[config.mk]
export PLATFORM = sky130hd
export DESIGN_NAME = trans_debounce
export DESIGN_NICKNAME = d
export VERILOG_FILES = /design/src/rtl/trans_debounce.sv
export SDC_FILE = /design/constraint.sdc
export NUM_CORES = 1
export LEC_CHECK = 0
export CAP_MARGIN = 10
export CORE_AREA = 4 4 41 43
export CTS_BUF_LIST = sky130_fd_sc_hd__clkbuf_4 sky130_fd_sc_hd__clkbuf_8 sky130_fd_sc_hd__clkbuf_16
export CTS_CLUSTER_DIAMETER = 40
export DETAILED_ROUTE_END_ITERATION = 8
export DIE_AREA = 0 0 45 47
export SLEW_MARGIN = 20
export SYNTH_ARGS = -nofsm -noshare
export SYNTH_HDL_FRONTEND = slang
export SYNTH_SLANG_ARGS = --single-unit
export TNS_END_PERCENT = 5
[constraint.sdc]
create_clock -name clk_i -period 1.55 [get_ports clk_i]
set_input_delay 0.465 -clock clk_i [delete_from_list [all_inputs] [get_ports clk_i]]
set_output_delay 0.465 -clock clk_i [all_outputs]
set_load 0.01 [all_outputs]
[src/rtl/trans_debounce.sv]
// Two-flop-plus synchronizer followed by a four-state debounce FSM with an optional edge-pulse stage.
// Optional feature macro: TRANS_DEBOUNCE_EDGE_EN enables registered rise_o/fall_o pulses.
`timescale 1ns/1ps
module trans_debounce #(
    parameter int unsigned SYNC_STAGES     = 2,
    parameter int unsigned DEBOUNCE_CYCLES = 4
) (
    input  logic clk_i,
    input  logic rst_ni,
    input  logic d_i,
    output logic d_o,
    output logic rise_o,
    output logic fall_o,
    output logic busy_o
);

    localparam int unsigned CntW = $clog2(DEBOUNCE_CYCLES + 1);
    localparam logic [CntW-1:0] CntLast = CntW'(DEBOUNCE_CYCLES - 1);

    typedef enum logic [1:0] {
        StStableLo,
        StCheckHi,
        StStableHi,
        StCheckLo
    } state_e;

    state_e                   state_q, state_d;
    logic   [CntW-1:0]        cnt_q, cnt_d;
    logic   [SYNC_STAGES-1:0] sync_q;
    logic                     d_q, d_d;
    logic                     busy_q, busy_d;
    logic                     s;

    assign s = sync_q[SYNC_STAGES-1];

    always_ff @(posedge clk_i or negedge rst_ni) begin
        if (!rst_ni) begin
            sync_q <= '0;
        end else begin
            sync_q <= {sync_q[SYNC_STAGES-2:0], d_i};
        end
    end

    always_comb begin
        state_d = state_q;
        cnt_d   = cnt_q;
        d_d     = d_q;
        unique case (state_q)
            StStableLo: begin
                if (s) begin
                    state_d = StCheckHi;
                    cnt_d   = '0;
                end
            end
            StCheckHi: begin
                if (!s) begin
                    state_d = StStableLo;
                    cnt_d   = '0;
                end else if (cnt_q >= CntLast) begin
                    state_d = StStableHi;
                    cnt_d   = '0;
                    d_d     = 1'b1;
                end else begin
                    cnt_d = cnt_q + CntW'(1);
                end
            end
            StStableHi: begin
                if (!s) begin
                    state_d = StCheckLo;
                    cnt_d   = '0;
                end
            end
            StCheckLo: begin
                if (s) begin
                    state_d = StStableHi;
                    cnt_d   = '0;
                end else if (cnt_q >= CntLast) begin
                    state_d = StStableLo;
                    cnt_d   = '0;
                    d_d     = 1'b0;
                end else begin
                    cnt_d = cnt_q + CntW'(1);
                end
            end
            default: begin
                state_d = StStableLo;
                cnt_d   = '0;
            end
        endcase
        busy_d = (state_d == StCheckHi) || (state_d == StCheckLo);
    end

    always_ff @(posedge clk_i or negedge rst_ni) begin
        if (!rst_ni) begin
            state_q <= StStableLo;
            cnt_q   <= '0;
            d_q     <= 1'b0;
            busy_q  <= 1'b0;
        end else begin
            state_q <= state_d;
            cnt_q   <= cnt_d;
            d_q     <= d_d;
            busy_q  <= busy_d;
        end
    end

    assign d_o    = d_q;
    assign busy_o = busy_q;

`ifdef TRANS_DEBOUNCE_EDGE_EN
    logic rise_q, fall_q;

    // Pulses land on the same edge as the d_o update, so they overlap its first new-value cycle.
    always_ff @(posedge clk_i or negedge rst_ni) begin
        if (!rst_ni) begin
            rise_q <= 1'b0;
            fall_q <= 1'b0;
        end else begin
            rise_q <= d_d & ~d_q;
            fall_q <= ~d_d & d_q;
        end
    end

    assign rise_o = rise_q;
    assign fall_o = fall_q;
`else
    assign rise_o = 1'b0;
    assign fall_o = 1'b0;
`endif

endmodule

== Word-level counts from Yosys, hierarchy flattened ==
Cells that the tools add are included.
Storage, ports and cells
  register bits: 9
  bits of input ports: 3
  output and inout bits: 4
  logic and storage cells: 41
Operators by class
  $add $sub $neg: 1
  $lt $le $gt $ge: 1
  equality and inequality tests: 11
  muxes and demuxes: 18
  reduce and logical (&&, ||, !) cells: 5
Operators with widths (number)
  3-bit 2-to-1 mux: 5
  2-bit 2-to-1 mux: 6
  2-bit inequality test (second input constant): 6
  3-bit case mux with 4 select lines: 1
  2-bit case mux with 4 select lines: 1
  2-bit == test (second input constant): 3
  5-bit AND reduction: 1
  2-bit by 1-bit == test with 1-bit output (second input constant): 2
  1-bit 2-to-1 mux: 4
  3-bit by 1-bit adder with 3-bit output (second input constant): 1
  3-bit by 2-bit greater-or-equal comparator with 1-bit output (second input constant): 1
  2-bit logical NOT: 1
  1-bit case mux with 2 select lines: 1
  2-bit AND reduction: 1
  2-bit nonzero test: 1
  1-bit logical OR: 1

== Logic depth before layout (Yosys ltp) ==
Gate-level depths: netlist of the first run.
  depth after elaboration: 6
  mapped depth: 5
  depth with buffers taken out: 5

== Worst setup path after synthesis of the first run ==
Ideal clock, no wire load.
  path type: reg-to-reg
  from: reg cnt_q[0]
  to: reg state_q[1]
  setup time: 119 ps
  arrival: 1340 ps
  required time: 1431 ps
  slack: 91 ps
  cell stages (with the launch flop): 6
  path buffers: 0
  period minus slack after synthesis: 1459 ps
  cell sequence: dfrtp_1 > ha_1 > ha_1 > a211oi_4 > nor3b_1 > a21o_2
On the way
  word-level cells in the longest chain between the ends: 4
  elaborated cells on any way between the ends: 6
  those cells by class: order compare (1); mux (5)
RTL lines
  start: declaration: RTL line 28  | logic [CntW-1:0] cnt_q, cnt_d;
  start signal: assignment: RTL line 101  | cnt_q <= cnt_d;
  3-bit by 2-bit greater-or-equal comparator with 1-bit output (*): RTL line 59, 77
  2-bit 2-to-1 mux, on equally long branches: RTL line 77, 59
  2-bit 2-to-1 mux, on equally long branches: RTL line 74, 56
  2-bit case mux with 4 select lines (*): RTL line 48  | unique case (state_q)
  named net state_d[1]: RTL line 27  | state_e state_q, state_d;
  end signal: assignment: RTL line 95  | state_q <= StStableLo;
  end signal: assignment: RTL line 100  | state_q <= state_d;
  end: declaration: RTL line 27
Mark *: on every way through the listed nets, which the timed path passes. The rest lies on a longest branch.
A chain may end at the register's enable or synchronous reset.

== Worst setup path after layout of the first run ==
  from: reg cnt_q[1]
  to: reg state_q[1]
The elaborated chain is that of the path after synthesis.

==> run_results.csv, run 1 <==
group,metric,value,unit
yosys,synth_area,378,um2
drt,drc_errors,0,
critical_path,cp_data_arrival_time,1.62,ns
global_route,antenna_found_initial,0,
global_route,track_usage,0.0782,
critical_path,cp_max_fo,5,
yosys,netlist_top_cells_count,"8 x dfrtp_1, 2 x buf_4, 2 x ha_1, 2 x inv_1, 2 x nor3b_1",
critical_path,setup.worst_path.class,"reg2reg",
timing,max_freq,0.677,GHz
power,power_density,1600,mW/mm2
critical_path,start_kind,"flop",
timing,finalCritPeriodShare,0.953,
critical_path,crit_chain,"ha_1 -> ha_1 -> a211oi_4 -> nor3b_1 -> a21o_2",
floorplan,num_io_pins,7,
power,peakVddDrop,0.528,mV
yosys,ys_types,19,
cts,cts_buffers,3,
yosys,yosys_warnings,0,
critical_path,reg2reg_depth,5,
floorplan,fp.dieH,47,um
timing,skew,0.00154,ns
drt,drtIter0Drc,6,
timing,hold_violations,0,
global_route,grt_max_degree,9,
hold_path,hp-class,"reg2reg",
yosys,synthTopCellsByArea,"dfrtp_1 53%, ha_1 6.6%, a211oi_4 5.3%, xor2_2 4.3%, buf_4 4.0%",
cts,cts_htree_levels,1,
cells_and_area,diodes,0,
hold_path,holdPathStages,0,
yosys,synth_most_common_cell,"dfrtp_1",
floorplan,fp-row-count,13,
yosys,synthArstFlopShare,1.00,
timing,setup_tns,0,ns
yosys,synth-edff-count,0,
placement,io_buffers,4,
timing,maxSlewViolCount,0,
power,p_leak,0.000217,uW
drt,antenna_left,0,
cts,clk_pin_slew,0.05,ns
yosys,yosysTopAreaCellShare,0.530,
critical_path,reg2reg_from,"cnt_q[1]$_DFFE_PN0P_",
drt,finalWirelength,693,um
cts,clock_latency,0.25,ns
floorplan,fp.dieW,45,um
cells_and_area,fin_cells,54,
cells_and_area,layout.nets,46,
critical_path,cp.required,1.69,ns
placement,dpl.hpwl,538,um
yosys,synth_ff_type,"dfrtp_1",
global_route,overflow,0,
drt,drt_first_pass_iters,4,
critical_path,endpoint_kind,"flop",
critical_path,crit_top_cell,"ha_1",
timing,grt_setup_unrepaired,"false",
cells_and_area,drive_gt1_frac,0.256,
cts,clk_path_buf_depth,2,
job,maxCapViolations,0,
hold_path,min-delay-start,"sync_q[0]$_DFF_PN0_",
critical_path,max_stage_delay,0.39,ns
floorplan,die-area,0.00212,mm2
placement,place.gp.congestion,0.734,
cts,cts_tree,"yes",
timing,setup_viol,0,
run_status,status,"finished clean",
yosys,synthCells,30,
critical_path,timing.rr.end,"state_q[1]$_DFF_PN0_",
cts,root_buffer,"clkbuf_4",
global_route,grt_pass1_vias,287,
timing,period_needed,1.48,ns
floorplan,core,0.00130,mm2
floorplan,initial_utilization,0.290,
yosys,ys_ff_latch,8,
drt,vias,273,
yosys,ys_seq_area_frac,0.530,
drt,vias_per_cell,5.06,
critical_path,slowest_stage,"dfrtp_1",
hold_path,hold_end,"sync_q[1]$_DFF_PN0_",
critical_path,rrSetupSlack,0.07,ns
placement,place_inst,51,
cts,cts.sinks,8,
yosys,synth_area_leader_cell,"dfrtp_1",
drt,routedWlPerCell,12.8,um
yosys,syn_avg_cell_area,12.6,um2
cells_and_area,syn2layout_area_growth,23.8,%
global_route,grt_pass1_wl,1.10,mm
metrics by stage:
| step | utilization | setup slack (ns) | hold WS (ns) | power, uW | cell area, um2 |
|---|---|---|---|---|---|
| final | 0.360 | 0.0723 | 0.372 | 749 | 468 |
| after global routing | 0.360 | 0.0115 | 0.378 | 806 | 468 |
| after CTS | 0.360 | 0.0467 | 0.380 | 759 | 468 |
| after detailed placement | 0.344 | 0.0689 | 0.361 | 609 | 448 |
| after global placement | 0.344 | 0.109 | 0.337 | 591 | 448 |
| after floorplan | - | 0.0910 | 0.169 | 474 | 382 |
routing by layer:
metal,vias up,track usage,part of all wire
met2,13,0.136,0.53
met1,135,0.0679,0.36
met5,-,0,0
met3,4,0.0153,0.068
met4,0,0.0994,0.042
li1,121,-,-
logic make-up (layout without fill, tap and decap cells):
logic type,count (synthesis),count (layout),share of synthesized area
buffers and inverters,4,12,0.0596
AOI/OAI and AO/OA,7,7,0.176
xor gates and xnor gates,1,1,0.0431
adders and majority gates,2,2,0.0662
and+or+nand+nor,7,7,0.116
DFF,8,8,0.530
other,1,2,0.00992
cell usage in the layout, fill, tap and decap left out, types with 2 or more instances in the layout:
| cell | instances |
|---|---|
| conb_1 | 2 |
| clkdlybuf4s50_1 | 2 |
| inv_1 | 2 |
| ha_1 | 2 |
| dlygate4sd2_1 | 2 |
| buf_4 | 3 |
| nor3b_1 | 2 |
| clkbuf_4 | 3 |
| dfrtp_1 | 8 |
repair_timing:
action                                  CTS  global route
endpoints found under the setup margin    2             3
hold buffers                              0             0
setup buffers                             0             0
pin swaps                                 0             1
gates resized for setup                   2             0
state kept, by name, indices dropped and copies added (netlist names):
signal	count
busy_o	1
sync_q	2
cnt_q	3
d_o	1
state_q	1
where the power goes:
| group | internal [uW] | switching, uW |
|---|---|---|
| Combinational | 140 | 146 |
| Sequential | 264 | 40.1 |
| Clock | 88.6 | 70.4 |
| Total | 493 | 257 |
cell type report:
cell class	instances	area, um2
inverter	2	7.51
fill	132	833
multi-input combinational	19	159
clock buffer	3	22.5
tap	15	18.8
timing repair buffer	7	60.1
sequential	8	200
worst max path at each step:
stage / startpoint / endpoint / depth (start not counted)
floorplan: cnt_q[0]$_DFFE_PN0P_ / state_q[1]$_DFF_PN0_ / 5
finish: cnt_q[1]$_DFFE_PN0P_ / state_q[1]$_DFF_PN0_ / 5
detailed placement: cnt_q[0]$_DFFE_PN0P_ / state_q[1]$_DFF_PN0_ / 5
CTS: cnt_q[0]$_DFFE_PN0P_ / state_q[1]$_DFF_PN0_ / 5
global route: cnt_q[0]$_DFFE_PN0P_ / cnt_q[2]$_DFFE_PN0P_ / 5
global placement: cnt_q[0]$_DFFE_PN0P_ / state_q[1]$_DFF_PN0_ / 5
critical path, delay by kind of cell, from the launching register on:
| kind | cells | cell delay (ns) |
|---|---|---|
| adders and majority gates | 2 | 0.40 |
| and+or+nand+nor | 1 | 0.12 |
| AOI/OAI and AO/OA | 2 | 0.46 |
| DFF | 1 | 0.39 |
Note: power is estimated with default switching activity, not from simulation.
==> run 2, diff against run 1 <==
==> constraint.sdc (replaced) <==
create_clock -name clk_i -period 1.19 [get_ports clk_i]
set_input_delay 0.357 -clock clk_i [delete_from_list [all_inputs] [get_ports clk_i]]
set_output_delay 0.357 -clock clk_i [all_outputs]
set_load 0.01 [all_outputs]
==> run 2 against run 1 <==
The flow now finishes with violations (negative setup slack). Sequential power rose by 28%. Final cell count rose by 3.7%. First-iteration DRC count fell by 83%. Die area did not move. Largest cell class unchanged. Setup slack got worse by 0.27 ns. Maximum frequency rose by 6.3%. Flip-flop and latch count did not move. Critical path type unchanged. Final area rose by 5.9%. Sequential share of layout area fell by 2.4 points. Routed wire length fell by 4.3%.
==> run_results.csv, run 2 (same netlist as run 1, synthesis figures left out) <==
group,metric,value,unit
run_status,status,"complete, but fails checks",
run_status,violations,"negative setup slack",
placement,dpl.hpwl,543,um
cells_and_area,fin_cells,56,
global_route,grt_max_degree,9,
cts,root_buffer,"clkbuf_4",
cells_and_area,top_register,"cnt_q",
power,p_leak,0.000223,uW
cells_and_area,largest_register_ff_count,3,
placement,place.gp.congestion,0.766,
floorplan,core,0.00130,mm2
global_route,overflow,0,
timing,hold_violations,0,
drt,vias,259,
critical_path,crit_chain,"ha_2 -> ha_4 -> a211oi_4 -> nor3b_2 -> a21o_2",
cells_and_area,regArea,200,um2
critical_path,max_stage_delay,0.38,ns
critical_path,cp_max_fo,5,
cts,clock_latency,0.25,ns
floorplan,fp.dieW,45,um
hold_path,hp-class,"reg2reg",
cells_and_area,syn2layout_area_growth,31.1,%
placement,io_buffers,4,
cts,cts_htree_levels,1,
cts,clk_pin_slew,0.05,ns
critical_path,slowest_stage,"dfrtp_1",
timing,max_freq,0.719,GHz
floorplan,initial_utilization,0.290,
timing,skew,0.00264,ns
cts,clk_path_buf_depth,2,
global_route,grt_pass1_wl,1.20,mm
timing,maxSlewViolCount,0,
power,power_density,2020,mW/mm2
drt,drt_first_pass_iters,2,
cells_and_area,layout.nets,48,
drt,finalWirelength,663,um
global_route,track_usage,0.0824,
placement,place_inst,53,
cells_and_area,final_common_cell,"dfrtp_1",
floorplan,num_io_pins,7,
timing,finalCritPeriodShare,1.17,
critical_path,cp.required,1.33,ns
critical_path,cp_data_arrival_time,1.53,ns
cells_and_area,drive_gt1_frac,0.415,
timing,final.setup.worst_slack,-0.201,ns
timing,setup_viol,6,
placement,dpl_cell_area,483,um2
power,peakVddDrop,0.841,mV
cells_and_area,final_cell_mix,"8 x dfrtp_1, 5 x buf_4, 3 x clkbuf_4",
cells_and_area,layout_top_registers,"cnt_q: 3 flops, sync_q: 2 flops",
critical_path,endpoint_kind,"flop",
cts,cts_buffers,3,
floorplan,fp.dieH,47,um
drt,antenna_left,0,
cells_and_area,multi_input_area,179,um2
timing,grt_setup_unrepaired,"true",
floorplan,die-area,0.00212,mm2
drt,vias_per_cell,4.63,
global_route,antenna_found_initial,0,
cells_and_area,diodes,0,
floorplan,fp-row-count,13,
cts,cts_tree,"yes",
cells_and_area,final_area,495,um2
drt,drc_errors,0,
critical_path,start_kind,"flop",
drt,routedWlPerCell,11.8,um
critical_path,setup.worst_path.class,"reg2reg",
drt,drtIter0Drc,1,
cells_and_area,fillers,134,
timing,period_needed,1.39,ns
global_route,grt_pass1_vias,302,
cts,cts.sinks,8,
job,maxCapViolations,0,
## run 2: metal layers
| layer | track usage | up-vias | wire length (um) |
|---|---|---|---|
| li1 | - | 124 | - |
| met1 | 0.0778 | 126 | 258 |
| met2 | 0.144 | 7 | 352 |
| met3 | 0.0268 | 2 | 35 |
| met4 | 0.0702 | 0 | 16 |
| met5 | 0 | - | 0 |
## run 2: path summary, 6_finish.rpt
| check | startpoint | endpoint | slack [ns] | depth (start not counted) |
|---|---|---|---|---|
| setup / recovery | cnt_q[1]$_DFFE_PN0P_ | state_q[1]$_DFF_PN0_ | -0.20 | 5 |
| hold / removal | sync_q[0]$_DFF_PN0_ | sync_q[1]$_DFF_PN0_ | 0.36 | 0 |
| setup reg to reg | cnt_q[1]$_DFFE_PN0P_ | state_q[1]$_DFF_PN0_ | -0.20 | 5 |
| hold reg to reg | sync_q[0]$_DFF_PN0_ | sync_q[1]$_DFF_PN0_ | 0.36 | 0 |
| max in group asynchronous | rst_ni | busy_o$_DFF_PN0_ | 0.54 | 1 |
| min in group asynchronous | rst_ni | sync_q[0]$_DFF_PN0_ | 0.38 | 1 |
## run 2: area by class of cell
class                           count  share of cell area
Multi-Input combinational cell     19               0.361
Tap cell                           15              0.0379
Inverter                            2              0.0152
Sequential cell                     8               0.404
Timing Repair Buffer                9               0.136
Clock buffer                        3              0.0455
## run 2: power breakdown
part / leakage, uW / internal [uW] / switching (uW) / total (uW)
Sequential: 0.000102 / 343 / 47.3 / 390
Clock: 0.0000138 / 115 / 91.0 / 206
Combinational: 0.000107 / 203 / 202 / 405
## run 2: metrics by stage
stage	hold slack [ns]	utilization	setup WS (ns)	power, uW	setup TNS, ns
global placement	0.339	0.371	-0.148	814	-0.757
finish	0.365	0.381	-0.201	1000	-0.920
CTS	0.364	0.381	-0.206	1020	-0.957
floorplan	0.0614	-	-0.167	631	-0.698
detailed placement	0.350	0.371	-0.190	833	-0.969
global route	0.374	0.381	-0.279	1100	-1.48
## run 2: repair_timing
item,CTS,global route
setup endpoints to repair,8,6
buffers inserted,0,0
gates resized for setup,9,0
pin swaps,1,0
hold buffers,0,0
## run 2: worst max-delay path, delay by kind of cell (launching register included)
kind,cells,cell delay (ns)
compound gates,2,0.45
fa+ha+maj,2,0.36
flops,1,0.38
simple gates,1,0.10
